[src/rtl/hilo_muldiv_ctrl.sv]
// HI/LO multiply/divide sequencer for the execute stage: a fixed-latency multiply or a
// 32-step restoring divide, holding the pipeline with stall_req until a single HI/LO write pulse.
module hilo_muldiv_ctrl #(
   parameter int MUL_LAT = 2,
   parameter int WIDTH   = 32
) (
   input  logic             clk,
   input  logic             rst,
   input  logic             flush,
   input  logic             ismultE,
   input  logic             signedmultE,
   input  logic             isdivE,
   input  logic             signeddivE,
   input  logic [WIDTH-1:0] srcaE,
   input  logic [WIDTH-1:0] srcbE,
   output logic             stall_req,
   output logic             busy,
   output logic             hilo_we,
   output logic [WIDTH-1:0] hi_out,
   output logic [WIDTH-1:0] lo_out,
   output logic             div_zero
);

   localparam int CNT_W = 6;

   typedef enum logic [1:0] {IDLE, MUL, DIV, DONE} state_e;

   state_e             state_q, state_d;
   logic [CNT_W-1:0]   cnt_q, cnt_d;
   logic [WIDTH-1:0]   a_q, a_d;      // multiplicand, or dividend magnitude shifting into the quotient
   logic [WIDTH-1:0]   b_q, b_d;      // multiplier, or divisor magnitude
   logic [WIDTH-1:0]   rem_q, rem_d;
   logic [WIDTH-1:0]   hi_q, hi_d;
   logic [WIDTH-1:0]   lo_q, lo_d;
   logic               sgn_q, sgn_d;
   logic               negq_q, negq_d;
   logic               negr_q, negr_d;
   logic               dz_q, dz_d;

   logic               start;
   logic               a_neg, b_neg;
   logic [WIDTH-1:0]   a_mag, b_mag;
   logic [2*WIDTH-1:0] a_ext, b_ext, prod;
   logic [WIDTH:0]     shifted, trial;
   logic [WIDTH-1:0]   step_rem, step_quo;

   assign start = (ismultE | isdivE) & ~flush;
   assign a_neg = signeddivE & srcaE[WIDTH-1];
   assign b_neg = signeddivE & srcbE[WIDTH-1];
   assign a_mag = a_neg ? -srcaE : srcaE;
   assign b_mag = b_neg ? -srcbE : srcbE;

   // Low 2*WIDTH bits of the extended product are exact for both signed and unsigned operands.
   assign a_ext = sgn_q ? {{WIDTH{a_q[WIDTH-1]}}, a_q} : {{WIDTH{1'b0}}, a_q};
   assign b_ext = sgn_q ? {{WIDTH{b_q[WIDTH-1]}}, b_q} : {{WIDTH{1'b0}}, b_q};
   assign prod  = a_ext * b_ext;

   // One restoring step: bring in the next dividend bit and subtract the divisor if it fits.
   assign shifted  = {rem_q, a_q[WIDTH-1]};
   assign trial    = shifted - {1'b0, b_q};
   assign step_rem = trial[WIDTH] ? shifted[WIDTH-1:0] : trial[WIDTH-1:0];
   assign step_quo = {a_q[WIDTH-2:0], ~trial[WIDTH]};

   always_comb begin
      // NOTE: every signal gets a default before the case so no path leaves it unassigned (no latches).
      state_d   = state_q;
      cnt_d     = cnt_q;
      a_d       = a_q;
      b_d       = b_q;
      rem_d     = rem_q;
      hi_d      = hi_q;
      lo_d      = lo_q;
      sgn_d     = sgn_q;
      negq_d    = negq_q;
      negr_d    = negr_q;
      dz_d      = dz_q;
      stall_req = 1'b0;
      hilo_we   = 1'b0;
      div_zero  = 1'b0;

      unique case (state_q)
         IDLE: begin
            if (start) begin
               stall_req = 1'b1;
               cnt_d     = '0;
               dz_d      = 1'b0;
               if (ismultE) begin
                  state_d = MUL;
                  a_d     = srcaE;
                  b_d     = srcbE;
                  sgn_d   = signedmultE;
               end else if (srcbE == '0) begin
                  state_d = DONE;
                  hi_d    = srcaE;
                  lo_d    = '1;
                  dz_d    = 1'b1;
               end else begin
                  state_d = DIV;
                  a_d     = a_mag;
                  b_d     = b_mag;
                  rem_d   = '0;
                  negq_d  = a_neg ^ b_neg;
                  negr_d  = a_neg;
               end
            end
         end
         MUL: begin
            stall_req = 1'b1;
            cnt_d     = cnt_q + CNT_W'(1);
            if (cnt_q == CNT_W'(MUL_LAT - 1)) begin
               state_d = DONE;
               hi_d    = prod[2*WIDTH-1:WIDTH];
               lo_d    = prod[WIDTH-1:0];
            end
         end
         DIV: begin
            stall_req = 1'b1;
            cnt_d     = cnt_q + CNT_W'(1);
            rem_d     = step_rem;
            a_d       = step_quo;
            if (cnt_q == CNT_W'(WIDTH - 1)) begin
               state_d = DONE;
               hi_d    = negr_q ? -step_rem : step_rem;
               lo_d    = negq_q ? -step_quo : step_quo;
            end
         end
         DONE: begin
            hilo_we  = 1'b1;
            div_zero = dz_q;
            state_d  = IDLE;
         end
         default: state_d = IDLE;
      endcase

      if (flush) begin
         stall_req = 1'b0;
         hilo_we   = 1'b0;
         div_zero  = 1'b0;
         state_d   = IDLE;
         hi_d      = hi_q;
         lo_d      = lo_q;
      end
   end

   always_ff @(posedge clk) begin
      // NOTE: state updates use non-blocking assignments so all flops sample pre-edge values.
      if (rst) begin
         state_q <= IDLE;
         cnt_q   <= '0;
         a_q     <= '0;
         b_q     <= '0;
         rem_q   <= '0;
         hi_q    <= '0;
         lo_q    <= '0;
         sgn_q   <= 1'b0;
         negq_q  <= 1'b0;
         negr_q  <= 1'b0;
         dz_q    <= 1'b0;
      end else begin
         state_q <= state_d;
         cnt_q   <= cnt_d;
         a_q     <= a_d;
         b_q     <= b_d;
         rem_q   <= rem_d;
         hi_q    <= hi_d;
         lo_q    <= lo_d;
         sgn_q   <= sgn_d;
         negq_q  <= negq_d;
         negr_q  <= negr_d;
         dz_q    <= dz_d;
      end
   end

   assign busy   = (state_q != IDLE);
   assign hi_out = hi_q;
   assign lo_out = lo_q;

endmodule
[config.mk]
export PLATFORM = sky130hd
export DESIGN_NAME = hilo_muldiv_ctrl
export DESIGN_NICKNAME = d
export VERILOG_FILES = /design/src/rtl/hilo_muldiv_ctrl.sv
export SDC_FILE = /design/constraint.sdc
export NUM_CORES = 2
export LEC_CHECK = 0
export BUFFER_PORTS_ARGS = -buffer_cell sky130_fd_sc_hd__buf_2
export CAP_MARGIN = 20
export CELL_PAD_IN_SITES_DETAIL_PLACEMENT = 1
export CELL_PAD_IN_SITES_GLOBAL_PLACEMENT = 1
export CORE_MARGIN = 3
export CORE_UTILIZATION = 50
export DETAILED_ROUTE_END_ITERATION = 12
export PLACE_DENSITY_LB_ADDON = 0.1
export RECOVER_POWER = 50
export SYNTH_ARGS = -nofsm -noshare
export SYNTH_HDL_FRONTEND = slang
export SYNTH_SLANG_ARGS = --single-unit
export TNS_END_PERCENT = 20
[constraint.sdc]
create_clock -name clk -period 14.3 [get_ports clk]
set_clock_uncertainty 0.05 [all_clocks]
set_input_delay 2.86 -clock clk [delete_from_list [all_inputs] [get_ports clk]]
set_output_delay 2.86 -clock clk [all_outputs]
set_load 0.005 [all_outputs]
After elaboration in Yosys (flattened, before gate mapping):

Index checks and enable logic that the tools add are counted.

* memories: 0
* logic and storage cells: 103
* bits in registers: 172
* output and inout port bits: 68
* latch bits: 0
* bits in read-only memories: 0
* memory bits (writable): 0

* bitwise logic cells: 9
* shifts and indexed selects: 0
* $mul: 1
* mux-type cells: 46
* divide/modulo/power cells: 0
* add/sub/neg operators: 6
* reductions and logical operators: 17
* $lt $le $gt $ge: 0
* eq/ne operators: 13

Operators by type and width (count)
* $mux 32: 23
* $pmux 32 s3: 2
* $mux 64: 2
* $neg 32->32: 4
* $pmux 32 s2: 2
* $mul 64x64->64: 1
* $sub 33x32->33: 1
* $logic_not 32->1: 1
* $ne 2x2->1 const B: 7
* $pmux 6 s2: 1
* $reduce_and 3->1: 4
* $mux 1: 9
* $mux 2: 4
* $pmux 2 s4: 1
* $reduce_and 4->1: 2
* $reduce_and 7->1: 1
* $add 6x1->6 const B: 1
* $eq 6x1->1 const B: 1
* $eq 6x5->1 const B: 1
* $mux 6: 1
* $reduce_bool 2->1: 3
* $eq 2x2->1 const B: 2
* $not 1->1: 4
* $reduce_and 2->1: 2
* 9 further kinds: 12

Depth between registers and ports, before layout:

* depth after elaboration: 6
* depth in mapped cells: 38

Least setup slack after synthesis:

Ideal clock, no wire load.

* kind: flip-flop to flip-flop
* from: register a_q[31]
* to: register hi_q[30], in the netlist hi_out[30]
* setup slack: 4851 ps
* cell stages (with the launch flop): 32
* data arrival time: 9265 ps
* library setup time: 134 ps
* period minus slack after synthesis: 9449 ps
* cells stage by stage: dfxtp_1 and2_1 clkbuf_1 clkbuf_1 nand2_1 fa_1 inv_1 fa_1 fa_1 inv_1 fa_1 inv_1 fa_1 fa_1 fa_1 fa_1 fa_1 inv_1 fa_1 inv_1 ha_1 a21o_1 a21o_1 a21o_1 a2111oi_0 a211oi_1 nor2b_1 o311ai_0 mux2i_1 a221oi_1 o41a_1 a211oi_2

* word-level cells in the longest chain between the ends: 6
* elaborated cells on any way between the ends: 9
* classes of those cells: add/sub: 2; mul: 1; mux: 6

Ends and longest elaborated chain
* start, declared: RTL line 30 `logic [WIDTH-1:0] a_q, a_d;`
* start signal, assigned: RTL line 150 `a_q <= '0;`
* start signal, assigned: RTL line 162 `a_q <= a_d;`
* branches (longest 5 deep; another with $mul 64x64->64)
* $pmux 32 s3 *: RTL line 81 `unique case (state_q)`
* end signal, assigned: RTL line 165 `hi_q <= hi_d;`
* end, declared: RTL line 33 `logic [WIDTH-1:0] hi_q, hi_d;`

Every way passes the cells marked *. The select of a mux whose other input is x is not followed.
A chain may end at the register's enable or synchronous reset.

Worst setup path in the final report:

* from: register b_q[4]
* to: register hi_q[30], in the netlist hi_out[30]

* word-level cells in the longest chain between the ends: 6
* elaborated cells on any way between the ends: 9
* classes of those cells: add/sub: 2; mul: 1; mux: 6

Ends and longest elaborated chain
* start, declared: RTL line 31 `logic [WIDTH-1:0] b_q, b_d;`
* start signal, assigned: RTL line 151 `b_q <= '0;`
* start signal, assigned: RTL line 163 `b_q <= b_d;`
* branches (longest 5 deep; another with $mul 64x64->64)
* $pmux 32 s3 *: RTL line 81

Marked as above.

==> impl_metrics.csv <==
group,metric,value,unit
place,io_buffers,138,
cells_and_area,n_fill_cell,14200,
critical_path,cp_max_fo,17,
timing,tightest_slew,5.07,ns
synth,synth_cell_types,101,
timing,relSlewSlack,-238,%
clock_network,clockBufferDepth,2,
timing,final.setup.tns,0,ns
drt,routed-via-count,48200,
place,postPlaceCellArea,62700,sq um
synth,ys_async_sr_fraction,0,%
drt,dr_wl_met2,112000,um
synth,yosys.area.top_type,"fa_1",
synth,yosysMostFrequentCell,"inv_1",
critical_path,regToRegSetupSlack,2.84,ns
clock_network,ctsRootBufferMaster,"clkbuf_16",
cells_and_area,area_delta_synth_final,4.51,%
synth,ys.flop_type,"dfxtp_1",
floorplan,num_rows,127,
floorplan,fp.coreArea,120000,sq um
global_routing,grt_max_degree,97,
synth,synth_area,60600,sq um
floorplan,io_pins,139,
clock_network,cts_tree,"built",
drt,wirelength,228000,um
run,max_cap_viol_count,3,
drt,highest_layer,"met5",
synth,netlist_instances,6846,
cells_and_area,nets,8573,
critical_path,crit_top_cell,"fa_1",
worst_hold_path,hold_class,"reg2reg",
critical_path,cp_slowest_stage_delay,0.91,ns
clock_network,clk_latency,0.55,ns
cells_and_area,drive_gt1_share,4.61,%
critical_path,cp-end-kind,"flop",
global_routing,grt_pass1_vias,54400,
synth,syn_area_per_cell,8.85,sq um
synth,synthTopCellsByArea,"fa_1 47%, inv_1 9.9%, ha_1 7.3%",
timing,drv_slew,206,
drt,ant_nets,0,
timing,rsz0062_at_grt,"false",
run_status,status,"finished with violations",
synth,yosys_warnings,0,
pwr,power_leakage,31.6,nW
global_routing,grt_pass1_wl,347000,um
drt,route.met3.wl,14400,um
global_routing,grt_antenna_before_repair,17,
synth,synthTopCellsByCount,"1592 x inv_1, 1420 x fa_1, 736 x nand2_1, 535 x and2_1, 352 x ha_1",
synth,synth_edf_count,0,
cells_and_area,design_area,63300,sq um
synth,syn_nets,8689,
place,hpwl,183000,um
synth,yosysSeqAreaShare,5.68,%
floorplan,die_y,354,um
floorplan,chipWidth,354,um
drt,wire_per_inst,27.2,um
timing,timing.final.hold_violations,0,
global_routing,grt_remaining_overflow,0,
drt,drt-initial-drc-count,3789,
clock_network,cts_setup_buffers,0,
pwr,irDropWorstVdd,109,uV
critical_path,critPathArrivalTime,11.60,ns
run_status,violations,"capacitance limit, slew limit",
synth,yosysTopAreaCellShare,46.9,%
timing,period_share,80.1,%
floorplan,start_util,50.4,%
place,place_congestion,0.990,
pwr,finalPower,3.77,mW
critical_path,critPathSlowestCell,"fa_1",
critical_path,crit_type,"reg2reg",
timing,finalCriticalPeriod,11.46,ns
drt,m1WireLength,88300,um
clock_network,ctsResizeCount,0,
critical_path,required,14.44,ns
place,placed_cells,8322,
timing,fmax,87.3,MHz
timing,setup_viol,0,
cells_and_area,fin_cells,8367,
clock_network,cts.sinks,172,
clock_network,cts_buffers,17,
drt,via_per_inst,5.77,
pwr,power_density,59.6,nW/um^2
clock_network,hold_buffers,0,
clock_network,clkTransAtPathRegs,0.09,ns
floorplan,die_area,125000,sq um
synth,ys_ff_latch,172,
global_routing,grt_usage,37.4,%
drt,drc,0,
critical_path,setup.worst_path.start_class,"flop",
clock_network,h-tree-depth,4,
drt,firstDrtPassIters,7,
[layout make-up]
| type | instances | area, sq um | share of cell area [%] |
|---|---|---|---|
| Inverter | 1593 | 5980 | 9.45 |
| Tap cell | 1612 | 2020 | 3.19 |
| Sequential cell | 172 | 3460 | 5.47 |
| Timing Repair Buffer | 248 | 1460 | 2.31 |
| Multi-Input combinational cell | 4698 | 49700 | 78.5 |
| Clock inverter | 15 | 215 | 0.340 |
| Clock buffer | 17 | 425 | 0.672 |
| Antenna cell | 12 | 30.0 | 0.0474 |
[worst paths after layout]
| path | cells past startpoint | startpoint | endpoint |
|---|---|---|---|
| setup reg to reg | 30 | b_q[4] | hi_out[30] |
| hold reg to reg | 2 | hi_out[13] | hi_out[13] |
| hold / removal | 2 | hi_out[13] | hi_out[13] |
| setup / recovery | 30 | b_q[4] | hi_out[30] |
[routing by layer]
layer	up-vias	GRT usage (%)
li1	20400	-
met1	25700	47.1
met2	1707	62.7
met3	491	5.79
met4	6	18.6
met5	-	0
[critical path: cells and delay by family, from the launching register on]
family          cells  cell delay [ns]
compound gates      9             2.27
fa+ha+maj          11             6.00
mux                 1             0.19
simple gates        2             0.56
buf+inv             7             1.26
flops               1             0.80
[report_power, final]
part           internal, mW  switching, mW  leakage [nW]  total [mW]
Sequential            0.498         0.0667          1.40       0.564
Combinational         0.886           1.78          29.9        2.66
Clock                 0.242          0.303         0.301       0.545
[kinds of logic after synthesis]
| logic type | count (synthesis) | synth area share [%] |
|---|---|---|
| xor gates and xnor gates | 256 | 3.70 |
| adders and majority gates | 1775 | 54.2 |
| and+or+nand+nor | 1892 | 15.2 |
| buffers and inverters | 1976 | 12.3 |
| muxes | 34 | 0.593 |
| AOI/OAI and AO/OA | 741 | 8.28 |
| DFF | 172 | 5.68 |
[through the flow]
step / hold slack, ns / setup slack [ns] / utilization [%]
after CTS: 0.406 / 3.08 / 52.7
after floorplan: 0.398 / 4.85 / -
final: 0.409 / 2.84 / 52.7
after detailed placement: 0.394 / 3.15 / 52.2
after global placement: 0.391 / 3.37 / 52.2
after global routing: 0.428 / 2.40 / 52.7
[cell usage in the layout, fill, tap and decap left out, types with 36 or more instances in the layout]
master    count
a211oi_1     58
a21o_1       64
a21oi_1     185
a221oi_1     36
and2_1      534
buf_2        90
buf_4       108
clkbuf_1     46
dfxtp_1     155
fa_1       1420
ha_1        350
inv_1      1592
nand2_1     733
nand3_1      48
nor2_1      294
nor3_1       83
o21ai_0     137
xnor2_1     168
xor2_1       88
[registers in the layout, summed over array words and instances (netlist names)]
register,flops
sgn_q,1
b_q,32
a_q,32
rem_q,32
state_q,2
lo_out,32
negr_q,1
cnt_q,6
hi_out,32
dz_q,1
negq_q,1
Note: power is estimated with default switching activity, not from simulation.
